[src/rtl/bus_if_merge_pkg.sv]
// Bus package: command/response encodings, arbiter states and the command payload.
package Bus;

  localparam int unsigned ADDR_W = 32;
  localparam int unsigned DATA_W = 32;
  localparam int unsigned BE_W   = DATA_W / 8;

  typedef enum logic [2:0] {
    IDLE = 3'd0,
    WR   = 3'd1,
    RD   = 3'd2
  } cmd_e;

  typedef enum logic [1:0] {
    NULL = 2'd0,
    DVA  = 2'd1,
    ERR  = 2'd3
  } resp_e;

  typedef enum logic [1:0] {
    ARB_FREE   = 2'd0,
    ARB_HOLD_0 = 2'd1,
    ARB_HOLD_1 = 2'd2
  } arb_state_e;

  // Master-side command fields carried through the merge mux
  typedef struct packed {
    cmd_e              cmd;
    logic [ADDR_W-1:0] addr;
    logic [DATA_W-1:0] data;
    logic [BE_W-1:0]   be;
  } cmd_payload_t;

endpackage

[src/rtl/bus_if.sv]
// Point-to-point command/response bus between one master and one slave.
interface Bus_if;
  import Bus::*;

  logic              MReset_n;
  cmd_e              MCmd;
  logic [ADDR_W-1:0] MAddr;
  logic [DATA_W-1:0] MData;
  logic [BE_W-1:0]   MByteEn;
  logic              MRespAccept;
  logic              SCmdAccept;
  resp_e             SResp;
  logic [DATA_W-1:0] SData;

  modport master (
    output MReset_n, MCmd, MAddr, MData, MByteEn, MRespAccept,
    input  SCmdAccept, SResp, SData
  );

  modport slave (
    input  MReset_n, MCmd, MAddr, MData, MByteEn, MRespAccept,
    output SCmdAccept, SResp, SData
  );

endinterface

[src/rtl/bus_sel_fifo.sv]
// Small FIFO recording which master owns each outstanding response.
module bus_sel_fifo
  import Bus::*;
#(
  parameter int unsigned WIDTH = 1,
  parameter int unsigned DEPTH = 4
) (
  input  logic             Clk,
  input  logic             MReset_n,
  input  logic             push,
  input  logic             pop,
  input  logic [WIDTH-1:0] data_in,
  output logic [WIDTH-1:0] data_out,
  output logic             full,
  output logic             empty
);

  localparam int unsigned PTR_W = (DEPTH > 1) ? $clog2(DEPTH) : 1;
  localparam int unsigned CNT_W = $clog2(DEPTH + 1);

  logic [WIDTH-1:0] r_mem [DEPTH];
  logic [PTR_W-1:0] r_wr_ptr;
  logic [PTR_W-1:0] r_rd_ptr;
  logic [CNT_W-1:0] r_count;
  logic             w_push;
  logic             w_pop;

  // Pointers wrap at DEPTH, which need not be a power of two
  function automatic logic [PTR_W-1:0] next_ptr(input logic [PTR_W-1:0] p);
    return (p == PTR_W'(DEPTH - 1)) ? '0 : p + PTR_W'(1);
  endfunction

  assign full     = (r_count == CNT_W'(DEPTH));
  assign empty    = (r_count == '0);
  assign w_push   = push && !full;
  assign w_pop    = pop && !empty;
  assign data_out = r_mem[r_rd_ptr];

  // Storage array; contents are don't-care until written
  always_ff @(posedge Clk) begin
    if (w_push) begin
      r_mem[r_wr_ptr] <= data_in;
    end
  end

  // Pointers and occupancy
  always_ff @(posedge Clk or negedge MReset_n) begin
    if (!MReset_n) begin
      r_wr_ptr <= '0;
      r_rd_ptr <= '0;
      r_count  <= '0;
    end else begin
      if (w_push) begin
        r_wr_ptr <= next_ptr(r_wr_ptr);
      end
      if (w_pop) begin
        r_rd_ptr <= next_ptr(r_rd_ptr);
      end
      case ({w_push, w_pop})
        2'b10:   r_count <= r_count + CNT_W'(1);
        2'b01:   r_count <= r_count - CNT_W'(1);
        default: r_count <= r_count;
      endcase
    end
  end

endmodule

[src/rtl/bus_if_merge.sv]
// Two-master to one-slave merge with round-robin arbitration and in-order response routing.
module bus_if_merge
  import Bus::*;
#(
  parameter int unsigned NUM_IN_FLIGHT = 4
) (
  input  logic Clk,
  input  logic MReset_n,
  Bus_if.slave  in_0,
  Bus_if.slave  in_1,
  Bus_if.master out
);

  arb_state_e   r_state;
  arb_state_e   w_state_nxt;
  logic         r_last_grant;
  logic         w_last_grant_nxt;

  logic         w_req_0;
  logic         w_req_1;
  logic         w_gnt_vld;
  logic         w_gnt_idx;
  logic         w_cmd_acc;
  logic         w_push;
  logic         w_pop;
  logic         w_full;
  logic         w_empty;
  logic         w_head;
  logic         w_head_racc;

  cmd_payload_t w_pl_0;
  cmd_payload_t w_pl_1;
  cmd_payload_t w_pl_gnt;

  assign out.MReset_n = MReset_n;

  assign w_req_0 = (in_0.MCmd != IDLE);
  assign w_req_1 = (in_1.MCmd != IDLE);

  assign w_pl_0 = '{cmd: in_0.MCmd, addr: in_0.MAddr, data: in_0.MData, be: in_0.MByteEn};
  assign w_pl_1 = '{cmd: in_1.MCmd, addr: in_1.MAddr, data: in_1.MData, be: in_1.MByteEn};

  // Grant decode: held port wins outright, otherwise round-robin on a tie
  always_comb begin
    w_gnt_vld = 1'b0;
    w_gnt_idx = 1'b0;
    case (r_state)
      ARB_HOLD_0: begin
        w_gnt_vld = 1'b1;
        w_gnt_idx = 1'b0;
      end
      ARB_HOLD_1: begin
        w_gnt_vld = 1'b1;
        w_gnt_idx = 1'b1;
      end
      default: begin
        if (w_req_0 && w_req_1) begin
          w_gnt_vld = 1'b1;
          w_gnt_idx = ~r_last_grant;
        end else if (w_req_0) begin
          w_gnt_vld = 1'b1;
          w_gnt_idx = 1'b0;
        end else if (w_req_1) begin
          w_gnt_vld = 1'b1;
          w_gnt_idx = 1'b1;
        end
      end
    endcase
  end

  // Command path: pure mux, blocked while the routing FIFO is full or in reset
  assign w_pl_gnt = (w_gnt_vld && w_gnt_idx) ? w_pl_1 : w_pl_0;

  assign out.MAddr   = w_pl_gnt.addr;
  assign out.MData   = w_pl_gnt.data;
  assign out.MByteEn = w_pl_gnt.be;
  assign out.MCmd    = (MReset_n && w_gnt_vld && !w_full) ? w_pl_gnt.cmd : IDLE;

  assign w_cmd_acc       = MReset_n && w_gnt_vld && !w_full && out.SCmdAccept;
  assign in_0.SCmdAccept = w_cmd_acc && !w_gnt_idx;
  assign in_1.SCmdAccept = w_cmd_acc && w_gnt_idx;

  assign w_push = (out.MCmd != IDLE) && out.SCmdAccept;

  // Arbiter next state: park on a refused grant until it is taken
  always_comb begin
    w_state_nxt      = r_state;
    w_last_grant_nxt = r_last_grant;
    case (r_state)
      ARB_HOLD_0, ARB_HOLD_1: begin
        if (w_push) begin
          w_state_nxt = ARB_FREE;
        end
      end
      default: begin
        if (w_gnt_vld && !w_push) begin
          w_state_nxt = w_gnt_idx ? ARB_HOLD_1 : ARB_HOLD_0;
        end
      end
    endcase
    if (w_push) begin
      w_last_grant_nxt = w_gnt_idx;
    end
  end

  // Arbiter state and last-grant registers
  always_ff @(posedge Clk or negedge MReset_n) begin
    if (!MReset_n) begin
      r_state      <= ARB_FREE;
      r_last_grant <= 1'b1;
    end else begin
      r_state      <= w_state_nxt;
      r_last_grant <= w_last_grant_nxt;
    end
  end

  bus_sel_fifo #(
    .WIDTH (1),
    .DEPTH (NUM_IN_FLIGHT)
  ) u_sel_fifo (
    .Clk      (Clk),
    .MReset_n (MReset_n),
    .push     (w_push),
    .pop      (w_pop),
    .data_in  (w_gnt_idx),
    .data_out (w_head),
    .full     (w_full),
    .empty    (w_empty)
  );

  // Response path: steer slave response to the owner at the FIFO head
  assign w_head_racc      = w_head ? in_1.MRespAccept : in_0.MRespAccept;
  assign out.MRespAccept  = !w_empty && w_head_racc;
  assign w_pop            = !w_empty && (out.SResp != NULL) && w_head_racc;

  assign in_0.SResp = (!w_empty && !w_head) ? out.SResp : NULL;
  assign in_0.SData = (!w_empty && !w_head) ? out.SData : '0;
  assign in_1.SResp = (!w_empty && w_head)  ? out.SResp : NULL;
  assign in_1.SData = (!w_empty && w_head)  ? out.SData : '0;

endmodule

[src/flat_wrapper.sv]
// flat-port wrapper written by rule: the top's interface ports become plain ports
module bus_if_merge_flat import Bus::*;
#(
  parameter int unsigned NUM_IN_FLIGHT = 4
)
  (Clk, MReset_n, in_0_MReset_n, in_0_MCmd, in_0_MAddr, in_0_MData, in_0_MByteEn, in_0_MRespAccept, in_0_SCmdAccept, in_0_SResp, in_0_SData, in_1_MReset_n, in_1_MCmd, in_1_MAddr, in_1_MData, in_1_MByteEn, in_1_MRespAccept, in_1_SCmdAccept, in_1_SResp, in_1_SData, out_MReset_n, out_MCmd, out_MAddr, out_MData, out_MByteEn, out_MRespAccept, out_SCmdAccept, out_SResp, out_SData);
  Bus_if in_0_i ();
  Bus_if in_1_i ();
  Bus_if out_i ();
  input  logic Clk;
  input  logic MReset_n;
  input wire logic [$bits(in_0_i.MReset_n)-1:0] in_0_MReset_n;
  input wire logic [$bits(in_0_i.MCmd)-1:0] in_0_MCmd;
  input wire logic [$bits(in_0_i.MAddr)-1:0] in_0_MAddr;
  input wire logic [$bits(in_0_i.MData)-1:0] in_0_MData;
  input wire logic [$bits(in_0_i.MByteEn)-1:0] in_0_MByteEn;
  input wire logic [$bits(in_0_i.MRespAccept)-1:0] in_0_MRespAccept;
  output wire logic [$bits(in_0_i.SCmdAccept)-1:0] in_0_SCmdAccept;
  output wire logic [$bits(in_0_i.SResp)-1:0] in_0_SResp;
  output wire logic [$bits(in_0_i.SData)-1:0] in_0_SData;
  input wire logic [$bits(in_1_i.MReset_n)-1:0] in_1_MReset_n;
  input wire logic [$bits(in_1_i.MCmd)-1:0] in_1_MCmd;
  input wire logic [$bits(in_1_i.MAddr)-1:0] in_1_MAddr;
  input wire logic [$bits(in_1_i.MData)-1:0] in_1_MData;
  input wire logic [$bits(in_1_i.MByteEn)-1:0] in_1_MByteEn;
  input wire logic [$bits(in_1_i.MRespAccept)-1:0] in_1_MRespAccept;
  output wire logic [$bits(in_1_i.SCmdAccept)-1:0] in_1_SCmdAccept;
  output wire logic [$bits(in_1_i.SResp)-1:0] in_1_SResp;
  output wire logic [$bits(in_1_i.SData)-1:0] in_1_SData;
  output wire logic [$bits(out_i.MReset_n)-1:0] out_MReset_n;
  output wire logic [$bits(out_i.MCmd)-1:0] out_MCmd;
  output wire logic [$bits(out_i.MAddr)-1:0] out_MAddr;
  output wire logic [$bits(out_i.MData)-1:0] out_MData;
  output wire logic [$bits(out_i.MByteEn)-1:0] out_MByteEn;
  output wire logic [$bits(out_i.MRespAccept)-1:0] out_MRespAccept;
  input wire logic [$bits(out_i.SCmdAccept)-1:0] out_SCmdAccept;
  input wire logic [$bits(out_i.SResp)-1:0] out_SResp;
  input wire logic [$bits(out_i.SData)-1:0] out_SData;
  assign in_0_i.MReset_n = in_0_MReset_n;
  assign in_0_i.MCmd = in_0_MCmd;
  assign in_0_i.MAddr = in_0_MAddr;
  assign in_0_i.MData = in_0_MData;
  assign in_0_i.MByteEn = in_0_MByteEn;
  assign in_0_i.MRespAccept = in_0_MRespAccept;
  assign in_0_SCmdAccept = in_0_i.SCmdAccept;
  assign in_0_SResp = in_0_i.SResp;
  assign in_0_SData = in_0_i.SData;
  assign in_1_i.MReset_n = in_1_MReset_n;
  assign in_1_i.MCmd = in_1_MCmd;
  assign in_1_i.MAddr = in_1_MAddr;
  assign in_1_i.MData = in_1_MData;
  assign in_1_i.MByteEn = in_1_MByteEn;
  assign in_1_i.MRespAccept = in_1_MRespAccept;
  assign in_1_SCmdAccept = in_1_i.SCmdAccept;
  assign in_1_SResp = in_1_i.SResp;
  assign in_1_SData = in_1_i.SData;
  assign out_MReset_n = out_i.MReset_n;
  assign out_MCmd = out_i.MCmd;
  assign out_MAddr = out_i.MAddr;
  assign out_MData = out_i.MData;
  assign out_MByteEn = out_i.MByteEn;
  assign out_MRespAccept = out_i.MRespAccept;
  assign out_i.SCmdAccept = out_SCmdAccept;
  assign out_i.SResp = out_SResp;
  assign out_i.SData = out_SData;
  bus_if_merge #(.NUM_IN_FLIGHT(NUM_IN_FLIGHT)) u_core (.Clk(Clk), .MReset_n(MReset_n), .in_0(in_0_i), .in_1(in_1_i), .out(out_i));
endmodule
[config.mk]
export PLATFORM = sky130hd
export DESIGN_NAME = bus_if_merge_flat
export DESIGN_NICKNAME = d
export VERILOG_FILES = /design/src/rtl/bus_if_merge_pkg.sv /design/src/rtl/bus_if.sv /design/src/rtl/bus_sel_fifo.sv /design/src/rtl/bus_if_merge.sv /design/src/flat_wrapper.sv
export SDC_FILE = /design/constraint.sdc
export NUM_CORES = 1
export LEC_CHECK = 0
export ABC_AREA = 1
export BUFFER_PORTS_ARGS = -buffer_cell sky130_fd_sc_hd__buf_2
export CORE_AREA = 4 4 125 127
export CTS_CLUSTER_SIZE = 25
export DETAILED_ROUTE_END_ITERATION = 6
export DIE_AREA = 0 0 129 131
export PLACE_DENSITY_LB_ADDON = 0.3
export SLEW_MARGIN = 20
export SYNTH_ARGS = -nofsm -noshare
export SYNTH_HDL_FRONTEND = slang
export SYNTH_SLANG_ARGS = --single-unit
[constraint.sdc]
create_clock -name Clk -period 2.7 [get_ports Clk]
set_input_delay 0.27 -clock Clk [delete_from_list [all_inputs] [get_ports Clk]]
set_output_delay 0.27 -clock Clk [all_outputs]
set_load 0.005 [all_outputs]
==> summary.md, run 1 <==
| Metric | Value |
|---|---|
| N_diodes | 0 |
| Fin. Hold Viols | 0 |
| Clock tree sinks | 14 |
| Yosys warns | 0 |
| Final WL | 11.9 mm |
| Vias in the first global route | 3025 |
| Worst VDD drop | 539 uV |
| Fin. max-slew vios | 0 |
| Setup TNS Final | 0 ns |
| Worst r2r src | u_core.r_state[1] |
| Synth Area in Compound Gates | 2.68% |
| DRC viols | 0 |
| Initial core utilization | 14.9% |
| Share of layout cells above drive strength 1 | 46.3% |
| Synth Cell Area | 2150 sq um |
| Die Ht | 131 um |
| Area grow syn2layout | 91.3% |
| CTS Buf Count | 3 |
| Die Area | 16900 sq um |
| CTS max path bufs | 2 |
| Post-Place Setup Slack | 0.0809 ns |
| Port Buffers | 323 |
| Total of max-cap violations | 0 |
| Period utilization | 93.6% |
| Antenna violations before repair | 3 |
| Status | finished, final reports clean |
| NumNets Final | 953 |
| HPWL after DPL | 10.5 mm |
| Global route overflow | 0 |
| Global-route wire length before repair | 15.8 mm |
| Seq. cell area | 372 sq um |
| Slew of the pin with the lowest slew margin | 0.649 ns |
| Crit. End Element | primary output |
| Switch Pwr | 2.67 mW |
| Flops & latches, synth | 14 |
| Simple logic cell fraction of the synthesized area | 59.2% |
| Root buf cell | clkbuf_16 |
| Crit path time final | 2.53 ns |
| Initial DRC count | 90 |
| Seq/Total Area, Yosys | 17.3% |
| Post-Synth XOR/XNOR Area | 0.814% |
| Unique masters post-synth | 23 |
| Vias | 3601 |
| LEAKAGE | 2.87 nW |
| Largest net degree at the start of global routing | 38 |
| Finished Core Util | 28.5% |
| Post-DP Area | 3960 sq um |
| Endpoints failing setup | 0 |
| Vias per cell | 3.81 |
| Post-Syn Instances | 445 |
| PnR worst setup slack | 0.172 ns |
| Setup Skew | 0.00103 ns |
| Syn avg cell area | 4.83 sq um |
| Total core area | 14400 sq um |
| Post-Synth Adder-Cell Area | 5.00% |
| Kind of critical path | reg -> out |
| TritonCTS clock tree | yes |
| Worst Setup Start Kind | flop |
| Design area | 4120 sq um |
| Power Internal | 2.19 mW |
| Switching Share | 54.9% |
| Clock Power Share | 5.8% |
| Post-Syn Nets | 636 |
| Antenna Nets Post-Route | 0 |
| Gate power share | 86.0% |
| Crit path DAT | 2.26 ns |
| Worst setup path startpoint | u_core.r_state[0] |
| Clock slew at reported path FFs | 0.05 ns |
| Sequential share of power | 8.1% |
| HP Class | in -> reg |
| Skew-Pair Late Insertion Delay | 0.24 ns |
| Rows | 44 |
| Max FO, Critical Path | 37 |
| Max-Slew Margin vs Limit | 56.6% |
| Top Ports | 326 |
| Largest family of logic cells by synthesized area | simple AND/OR/NAND/NOR gates |
| Post-synthesis mux area share | 0% |
| Startpoint of the worst hold path | out_SResp[0] |
| Htree depth | 1 |
| Routability cong. | 0.847 |
| Fillers | 1683 |
| Max Freq | 396 MHz |
| Drt pass-1 iters | 4 |
| Tot GR Track Use | 11.9% |
| Multi-input combinational cell area | 1510 sq um |
| Pwr dens | 1180 nW/um^2 |
| Required time worst endpoint | 2.43 ns |
| Routed wire per std cell | 12.6 um |
| Die X | 129 um |
-- stage by stage --
step	std cells	total power, mW	hold WS [ns]
final	945	4.86	0.370
after global routing	945	5.41	0.419
after CTS	943	4.88	0.381
after detailed placement	938	4.58	0.246
after global placement	938	4.60	0.250
after floorplan	445	2.63	-0.0256
-- flip-flops by register name, summed over array words and instances, names as in the netlist --
name,flops
u_core.u_sel_fifo.r_mem,4
u_core.u_sel_fifo.r_count,3
u_core.r_state,2
u_core.u_sel_fifo.r_rd_ptr,2
u_core.u_sel_fifo.r_wr_ptr,2
u_core.r_last_grant,1
-- worst paths after layout --
kind	to	cells after the start	slack, ns
worst max register to register	u_core.u_sel_fifo.r_count[2]	13	0.23
worst min-delay path	u_core.u_sel_fifo.r_rd_ptr[1]	4	0.37
worst min register to register	u_core.r_state[0]	2	0.50
max in group asynchronous	u_core.r_last_grant	3	1.94
min in group asynchronous	u_core.u_sel_fifo.r_rd_ptr[0]	3	0.53
worst max-delay path	out_MData[2]	11	0.17
-- per-layer routing --
layer	vias to the layer above	GRT usage, %	routed length [um]
met5	-	0	47
met1	1461	12.0	3970
li1	1928	-	-
met4	6	2.10	132
met3	14	4.72	1500
met2	192	23.2	6260
-- cells in the mapped netlist (all sizes together) --
| library cell | count | share of area [%] |
|---|---|---|
| nand3 | 15 | 3.7 |
| buf | 3 | 1.4 |
| xor2 | 1 | 0.41 |
| xnor2 | 1 | 0.41 |
| a21oi | 3 | 0.70 |
| dfrtp | 9 | 10 |
| inv | 58 | 10 |
| o31ai | 1 | 0.35 |
| nand2 | 231 | 41 |
| o21ai | 7 | 1.6 |
| nand3b | 1 | 0.35 |
| edfxtp | 4 | 5.6 |
| nand4 | 2 | 0.58 |
| nor2 | 79 | 14 |
| fa | 1 | 0.93 |
| clkbuf | 20 | 3.5 |
| dfstp | 1 | 1.2 |
| ha | 7 | 4.1 |
| nor3 | 1 | 0.23 |
-- logic make-up after synthesis --
group,count (synthesis)
compound gates,11
flops,14
simple gates,329
buf+inv,81
fa+ha+maj,8
xor+xnor,2
-- timing repair --
action / in CTS / in global routing
hold buffers: 1 / 0
buffers inserted: 0 / 2
endpoints found under the hold margin: 9 / 0
gates resized for setup: 0 / 11
setup endpoints to repair: 0 / 71
-- cell usage in the layout (no fill, tap or decap), drive strengths merged --
master         n
a21oi          3
buf          334
clkbuf         4
dfrtp          9
dfstp          1
dlygate4sd3    1
edfxtp         4
fa             1
ha             7
inv           58
nand2        231
nand3         15
nand3b         1
nand4          2
nor2          79
nor3           1
o21ai          7
o31ai          1
xnor2          1
xor2           1
-- power by group through the flow --
stage | sequential, mW | combinational, mW | clock [mW]
after floorplan | 0.382 | 2.25 | 0
after global placement | 0.396 | 4.21 | 0
after detailed placement | 0.396 | 4.19 | 0
after CTS | 0.395 | 4.20 | 0.290
after global routing | 0.409 | 4.71 | 0.300
final | 0.396 | 4.18 | 0.282
-- worst max-delay path: stages (launching register included) --
cell	delay, ns
dfrtp_1	0.37
inv_1	0.10
ha_4	0.22
inv_2	0.10
nand2_2	0.09
nand2_2	0.10
buf_4	0.37
inv_2	0.06
buf_4	0.26
nand2_1	0.15
nand2_1	0.05
buf_2	0.12
-- area by class of cell --
class                      count  share of cell area, %
sequential                    14                   9.03
multi-input combinational    350                   36.6
inverter                      58                   5.29
clock buffer                   4                   1.92
timing repair buffer         335                   41.5
tap                          184                   5.59
Power figures use the tool's default switching activity.
==> inputs of run 2 (changes only) <==
BUFFER_PORTS_ARGS = -buffer_cell sky130_fd_sc_hd__buf_4   (was -buffer_cell sky130_fd_sc_hd__buf_2)
RECOVER_POWER = 50   (was default)
TNS_END_PERCENT = 30   (was default)
==> run 2 against run 1 <==
  * Setup slack worse by 0.0087 ns
  * First-iteration DRC count up 8.9%
  * Combinational power up 20%
  * Non-clock buffer count unchanged
  * Via count up 1.5%
  * Worst hold slack better by 0.0059 ns
  * Utilization up 5.6 points
  * Die area unchanged
  * Cell area up 20%
  * Critical endpoint is now u_core.u_sel_fifo.r_count[2]
  * Highest routed layer is now met4
==> summary.md, run 2 (synthesized netlist as in run 1, its figures left out) <==
| Metric | Value |
|---|---|
| Status | finished, final reports clean (unchanged) |
| Global-route wire length before repair | 17.4 mm (was 15.8 mm) |
| TritonCTS clock tree | yes (unchanged) |
| Multi-input combinational cell area | 1490 sq um (was 1510 sq um) |
| Period utilization | 93.9% (was 93.6%) |
| Total of max-cap violations | 0 (unchanged) |
| Pwr dens | 1150 nW/um^2 (was 1180 nW/um^2) |
| Vias in the first global route | 3274 (was 3025) |
| Flop-to-flop setup slack | 0.16 ns (was 0.23 ns) |
| Slew of the pin with the lowest slew margin | 0.685 ns (was 0.649 ns) |
| Largest register FFs | 4 (unchanged) |
| Initial core utilization | 14.9% (unchanged) |
| Port Buffers | 323 (unchanged) |
| Crit. End Element | flop (was primary output) |
| CP max stage delay | 0.42 ns (was 0.37 ns) |
| N_diodes | 0 (unchanged) |
| Area grow syn2layout | 129% (was 91.3%) |
| CP cell instances | ha_4, inv_2, nor3_2, nor2_2, nand3_1, nand3_2, nand2_2, ha_1, inv_1, fa_1, a21oi_1, o21ai_0, xor2_1 (was inv_1, ha_4, inv_2, nand2_2, nand2_2, buf_4, inv_2, buf_4, nand2_1, nand2_1, buf_2) |
| Critical path's slowest cell | fa_1 (was dfrtp_1) |
| Antenna violations before repair | 0 (was 3) |
| Routed wire per std cell | 13.3 um (was 12.6 um) |
| Most common cell after layout, fill and taps aside | buf_4 (was buf_2) |
| Reg2reg path depth | 13 (unchanged) |
| CP Buf/Inv Count | 2 (was 6) |
| Worst setup path startpoint | u_core.r_state[1] (was u_core.r_state[0]) |
| Initial DRC count | 98 (was 90) |
| Total core area | 14400 sq um (unchanged) |
| Worst r2r src | u_core.r_state[1] (unchanged) |
| Worst path depth | 13 (was 11) |
| HP Class | in -> reg (unchanged) |
| Seq. cell area | 372 sq um (unchanged) |
| Final WL | 12.6 mm (was 11.9 mm) |
| Largest reg by FF count | u_core.u_sel_fifo.r_mem (unchanged) |
| Setup Skew | 0.00243 ns (was 0.00103 ns) |
| Fillers | 1632 (was 1683) |
| Largest net degree at the start of global routing | 53 (was 38) |
| Worst VDD drop | 564 uV (was 539 uV) |
| Max FO, Critical Path | 4 (was 37) |
| Fin. max-slew vios | 0 (unchanged) |
| Crit path time final | 2.54 ns (was 2.53 ns) |
| Share of layout cells above drive strength 1 | 46.0% (was 46.3%) |
| CTS Buf Count | 3 (unchanged) |
| Global route overflow | 0 (unchanged) |
| Crit path DAT | 2.65 ns (was 2.26 ns) |
| Skew-Pair Late Insertion Delay | 0.24 ns (about the same) |
| Clock slew at reported path FFs | 0.04 ns (was 0.05 ns) |
| HPWL after DPL | 11.0 mm (was 10.5 mm) |
| Die X | 129 um (unchanged) |
| Startpoint of the worst hold path | out_SResp[0] (unchanged) |
| CP delay by family, top | adder cells (was buffers and inverters) |
| LEAKAGE | 3.09 nW (was 2.87 nW) |
| Finished Core Util | 34.1% (was 28.5%) |
| Required time worst endpoint | 2.82 ns (was 2.43 ns) |
| Kind of critical path | reg -> reg (was reg -> out) |
| Worst Setup Start Kind | flop (unchanged) |
| Antenna Nets Post-Route | 0 (unchanged) |
| Max Freq | 394 MHz (was 396 MHz) |
| Fin. Hold Viols | 0 (unchanged) |
| Top Ports | 326 (unchanged) |
| Max-Slew Margin vs Limit | 54.2% (was 56.6%) |
| Design area | 4920 sq um (was 4120 sq um) |
| Endpoints failing setup | 0 (unchanged) |
| Vias per cell | 3.87 (was 3.81) |
| Drt pass-1 iters | 4 (unchanged) |
| Clock tree sinks | 14 (unchanged) |
| Die Area | 16900 sq um (unchanged) |
| CTS max path bufs | 2 (unchanged) |
| R2R Path End | u_core.u_sel_fifo.r_count[2] (unchanged) |
| Rows | 44 (unchanged) |
| Tot GR Track Use | 12.9% (was 11.9%) |
| Die Ht | 131 um (unchanged) |
| Setup TNS Final | 0 ns (unchanged) |
| Vias | 3656 (was 3601) |
| Root buf cell | clkbuf_16 (unchanged) |
| Post-Place Setup Slack | 0.0812 ns (was 0.0809 ns) |
| PnR worst setup slack | 0.164 ns (was 0.172 ns) |
| DRC viols | 0 (unchanged) |
| CP endpoint | u_core.u_sel_fifo.r_count[2] (was out_MData[2]) |
| Most frequent cells in the layout | buf_4, nand2_1, nor2_1 (was buf_2, nand2_1, nor2_1) |
| Top Registers | u_core.u_sel_fifo.r_mem (4), u_core.u_sel_fifo.r_count (3) (unchanged) |
| Htree depth | 1 (unchanged) |
| Post-DP Area | 4780 sq um (was 3960 sq um) |
| Routability cong. | 0.850 (was 0.847) |
| NumNets Final | 953 (unchanged) |
## run 2: cell count changes in the layout (fill, tap and decap cells not counted), moves of 2 or more
cell / change
buf_4: +321
nand3_2: -2
nand3_1: +2
buf_2: -323
## run 2: worst min-delay path, delay by kind of cell
family                 cells  cell delay, ns
AOI/OAI and AO/OA          1            0.10
buffers and inverters      1            0.08
and+or+nand+nor            2            0.13
## run 2: how the worst min path moves through the flow
stage,cells past startpoint,slack [ns],to
after floorplan,0,-0.03,u_core.r_state[0]
after global placement,1,0.12,u_core.u_sel_fifo.r_rd_ptr[0]
after detailed placement,1,0.13,u_core.u_sel_fifo.r_rd_ptr[0]
after CTS,4,0.37,u_core.u_sel_fifo.r_rd_ptr[1]
after global routing,4,0.38,u_core.u_sel_fifo.r_rd_ptr[1]
final,4,0.38,u_core.u_sel_fifo.r_rd_ptr[1]
## run 2: repair_timing
action | CTS | global route
hold buffers | 1 | 0
resized for setup | 0 | 8
hold endpoints to repair | 9 | 0
endpoints found under the setup margin | 0 | 11
setup buffers | 0 | 2
## run 2: metrics by stage
step           cells  total power, mW  hold WS [ns]
2_1_floorplan    445             2.63       -0.0256
6_report         945             5.68         0.376
5_1_grt          945             6.27         0.382
3_3_place_gp     938             5.46         0.123
3_5_place_dp     938             5.45         0.127
4_1_cts          943             5.75         0.368
## run 2: final cells by class
cell class | instances | area share [%]
multi-input cells | 350 | 30.3
well taps | 184 | 4.68
clock buffers | 3 | 1.53
inverters | 58 | 4.43
clock inverters | 1 | 0.0763
repair buffers | 335 | 51.4
flip-flops and latches | 14 | 7.55
## run 2: power breakdown
group	leakage (nW)	internal [mW]	switching [mW]
registers	0.156	0.334	0.0617
clock network	0.0385	0.196	0.0840
logic	2.90	2.39	2.61
total	3.09	2.92	2.76
## run 2: layer usage
layer / GRT usage [%] / wire length, um / vias to the layer above
met5: 0 / 0 / -
met4: 1.91 / 97 / 0
met3: 5.77 / 1800 / 6
met2: 25.0 / 6750 / 196
met1: 13.0 / 3920 / 1524
li1: - / - / 1930
==> inputs of run 3 (changes only) <==
ABC_AREA = default   (was 1)
CORE_AREA = 4 4 126 128   (was 4 4 125 127)
DIE_AREA = 0 0 130 132   (was 0 0 129 131)
==> run 3 against run 2 <==
  * Sequential cell count unchanged
  * Fmax decreased by 1.1%
  * Clock-buffer cell count unchanged
  * First-iteration DRC count decreased by 49%
  * Power decreased by 13%
  * Die area increased by 1.5%
  * Area after synthesis increased by 4.7%
  * Cell area increased by 0.61%
  * Highest routed layer unchanged
==> summary.md, run 3 <==
| Metric | Value |
|---|---|
| CTS Buf Count | 3 (unchanged) |
| Post-Syn Instances | 244 (was 445) |
| Post-synthesis mux area share | 37.9% (was 0%) |
| Yosys warns | 0 (unchanged) |
| Top_reg_cell synth | dfrtp_1 (unchanged) |
| Total power | 4.93 mW (was 5.68 mW) |
| Post-synth top cells | and2_1, mux2_2, mux2_1, dfrtp_1, inv_1 (was nand2_1, nor2_1, inv_1, clkbuf_1, nand3_1) |
| Die Ht | 132 um (was 131 um) |
| Max-Slew Margin vs Limit | 45.8% (was 54.2%) |
| Post-Synth Adder-Cell Area | 4.78% (was 5.00%) |
| Kind of critical path | reg -> out (was reg -> reg) |
| HP Class | in -> reg (unchanged) |
| Synth Area in Compound Gates | 6.44% (was 2.68%) |
| N_diodes | 0 (unchanged) |
| Slew of the pin with the lowest slew margin | 0.814 ns (was 0.685 ns) |
| CTS max path bufs | 2 (unchanged) |
| Inst Count DP | 742 (was 938) |
| Vias | 3063 (was 3656) |
| Required time worst endpoint | 2.43 ns (was 2.82 ns) |
| Synth area leaders | and2_1, mux2_2, mux2_1, dfrtp_1, edfxtp_1 (was nand2_1, nor2_1, dfrtp_1, inv_1, edfxtp_1) |
| Vias in the first global route | 3127 (was 3274) |
| Post-Syn Nets | 435 (was 636) |
| Top-area cell type share of the netlist area | 20.3% (was 40.0%) |
| Vias per cell | 4.07 (was 3.87) |
| LEAKAGE | 2.47 nW (was 3.09 nW) |
| Die Area | 17200 sq um (was 16900 sq um) |
| Initial core utilization | 15.2% (was 14.9%) |
| Max Freq | 390 MHz (was 394 MHz) |
| HPWL after DPL | 9.86 mm (was 11.0 mm) |
| Hold WS | 0.405 ns (was 0.376 ns) |
| Drt pass-1 iters | 4 (unchanged) |
| Rows | 45 (was 44) |
| Initial DRC count | 50 (was 98) |
| Total core area | 14900 sq um (was 14400 sq um) |
| Flops & latches, synth | 14 (unchanged) |
| NumNets Final | 756 (was 953) |
| Die X | 130 um (was 129 um) |
| RSZ-0062 raised after global routing | false |
| Unique masters post-synth | 40 (was 23) |
| Simple logic cell fraction of the synthesized area | 27.2% (was 59.2%) |
| Global route overflow | 0 (unchanged) |
| Worst VDD drop | 780 uV (was 564 uV) |
| Post-synth top area cell | and2_1 (was nand2_1) |
| Top Registers | u_core.u_sel_fifo.r_mem (4), u_core.u_sel_fifo.r_count (3) (unchanged) |
| Worst Setup Start Kind | flop (unchanged) |
| Skew-Pair Late Insertion Delay | 0.24 ns (about the same) |
| Top Ports | 326 (unchanged) |
| Routability cong. | 0.864 (was 0.850) |
| Endpoints failing setup | 0 (unchanged) |
| Area grow syn2layout | 120% (was 129%) |
| Largest register FFs | 4 (unchanged) |
| Seq/Total Area, Yosys | 16.5% (was 17.3%) |
| Most common cell in the synthesized netlist | and2_1 (was nand2_1) |
| Largest family of logic cells by synthesized area | multiplexers (was simple AND/OR/NAND/NOR gates) |
| Setup TNS Final | 0 ns (unchanged) |
| Fillers | 1546 (was 1632) |
| Synth Cell Area | 2250 sq um (was 2150 sq um) |
| Clock slew at reported path FFs | 0.05 ns (was 0.04 ns) |
| Synth async-reset ratio | 71.4% (unchanged) |
| Crit path time final | 2.57 ns (was 2.54 ns) |
| Met3 Use GR | 2.96% (was 5.77%) |
| Port Buffers | 323 (unchanged) |
| Crit path DAT | 2.30 ns (was 2.65 ns) |
| Max FO, Critical Path | 75 (was 4) |
| Largest net degree at the start of global routing | 76 (was 53) |
| Most frequent cells in the layout | buf_4, and2_1, mux2_2 (was buf_4, nand2_1, nor2_1) |
| Routed wire per std cell | 14.6 um (was 13.3 um) |
| Fin. max-slew vios | 0 (unchanged) |
| Largest reg by FF count | u_core.u_sel_fifo.r_mem (unchanged) |
| Syn avg cell area | 9.23 sq um (was 4.83 sq um) |
| Clock tree sinks | 14 (unchanged) |
| TritonCTS clock tree | yes (unchanged) |
| DRC viols | 0 (unchanged) |
| Antenna Nets Post-Route | 0 (unchanged) |
| Fin. Hold Viols | 0 (unchanged) |
| M2 GR Usage | 22.1% (was 25.0%) |
| Most crowded layer after global routing | met2 (unchanged) |
| Root buf cell | clkbuf_16 (unchanged) |
| Share of layout cells above drive strength 1 | 67.0% (was 46.0%) |
| Total of max-cap violations | 0 (unchanged) |
| Period utilization | 95.0% (was 93.9%) |
| Pwr dens | 995 nW/um^2 (was 1150 nW/um^2) |
| Crit. End Element | primary output (was flop) |
| Most common cell after layout, fill and taps aside | buf_4 (unchanged) |
| Final WL | 11.0 mm (was 12.6 mm) |
| Tot GR Track Use | 11.4% (was 12.9%) |
| Setup Skew | 0.000829 ns (was 0.00243 ns) |
| GR Util met1 | 12.3% (was 13.0%) |
| Post-Synth XOR/XNOR Area | 1.17% (was 0.814%) |
| Htree depth | 1 (unchanged) |
| Number of enable-type register cells in the synthesized netlist | 4 (unchanged) |
| Global-route wire length before repair | 15.9 mm (was 17.4 mm) |
| Finished Layout Cells | 752 (was 945) |
| Status | finished, final reports clean (unchanged) |
| Antenna violations before repair | 0 (unchanged) |
run 3: layout make-up:
cell class / instances / area (sq um) / area share [%]
Clock inverter: 1 / 3.75 / 0.0758
Tap cell: 188 / 235 / 4.75
Sequential cell: 14 / 372 / 7.51
Timing Repair Buffer: 332 / 2490 / 50.2
Clock buffer: 3 / 75.1 / 1.52
Inverter: 9 / 33.8 / 0.683
Multi-Input combinational cell: 205 / 1740 / 35.2
run 3: final timing paths:
| kind | startpoint | end | slack, ns | depth (start not counted) |
|---|---|---|---|---|
| max in group asynchronous | MReset_n | u_core.r_last_grant | 2.03 | 2 |
| worst min-delay path | out_SCmdAccept | u_core.r_state[1] | 0.40 | 3 |
| min in group asynchronous | MReset_n | u_core.u_sel_fifo.r_rd_ptr[0] | 0.43 | 2 |
| worst min register to register | u_core.u_sel_fifo.r_count[2] | u_core.u_sel_fifo.r_count[2] | 0.51 | 1 |
| worst max-delay path | u_core.r_state[1] | out_MData[20] | 0.13 | 6 |
| worst max register to register | u_core.u_sel_fifo.r_rd_ptr[0] | u_core.u_sel_fifo.r_count[2] | 0.17 | 9 |
run 3: routing by layer:
| metal | vias up | wire, um |
|---|---|---|
| li1 | 1483 | - |
| met1 | 1400 | 3870 |
| met2 | 172 | 5840 |
| met3 | 8 | 1180 |
| met4 | 0 | 105 |
| met5 | - | 0 |
run 3: cell families after synthesis:
logic type	count (synthesis)
flip-flops	14
adder cells (fa/ha/maj)	8
AO/OA/AOI/OAI	17
buffers and inverters	25
AND/OR/NAND/NOR	102
multiplexers	75
XOR/XNOR	3
run 3: critical path, stage by stage (launching register included):
cell	delay (ns)
dfrtp_1	0.39
ha_1	0.41
nor2b_1	0.11
a31oi_4	0.18
buf_12	0.33
mux2_1	0.41
buf_4	0.15
run 3: what timing repair did:
item / 4_1_cts / 5_1_grt
resized for setup: 0 / 4
cloned: 0 / 0
pin swaps: 1 / 4
hold buffers: 1 / 0
endpoints found under the setup margin: 1 / 1
hold endpoints to repair: 9 / 0
buffers inserted: 0 / 5
run 3: through the flow:
step	utilization [%]	area, sq um	worst slack (ns)
floorplan	-	2250	0.230
global placement	32.6	4850	0.0877
detailed placement	32.6	4850	-0.0309
CTS	33.2	4930	0.0411
global route	33.3	4950	0.0188
finish	33.3	4950	0.134
run 3: power by group:
group / switching (mW) / leakage, nW / internal (mW) / total [mW]
registers: 0.0752 / 0.155 / 0.336 / 0.411
logic: 1.78 / 2.28 / 2.46 / 4.24
clock network: 0.0802 / 0.0385 / 0.195 / 0.276
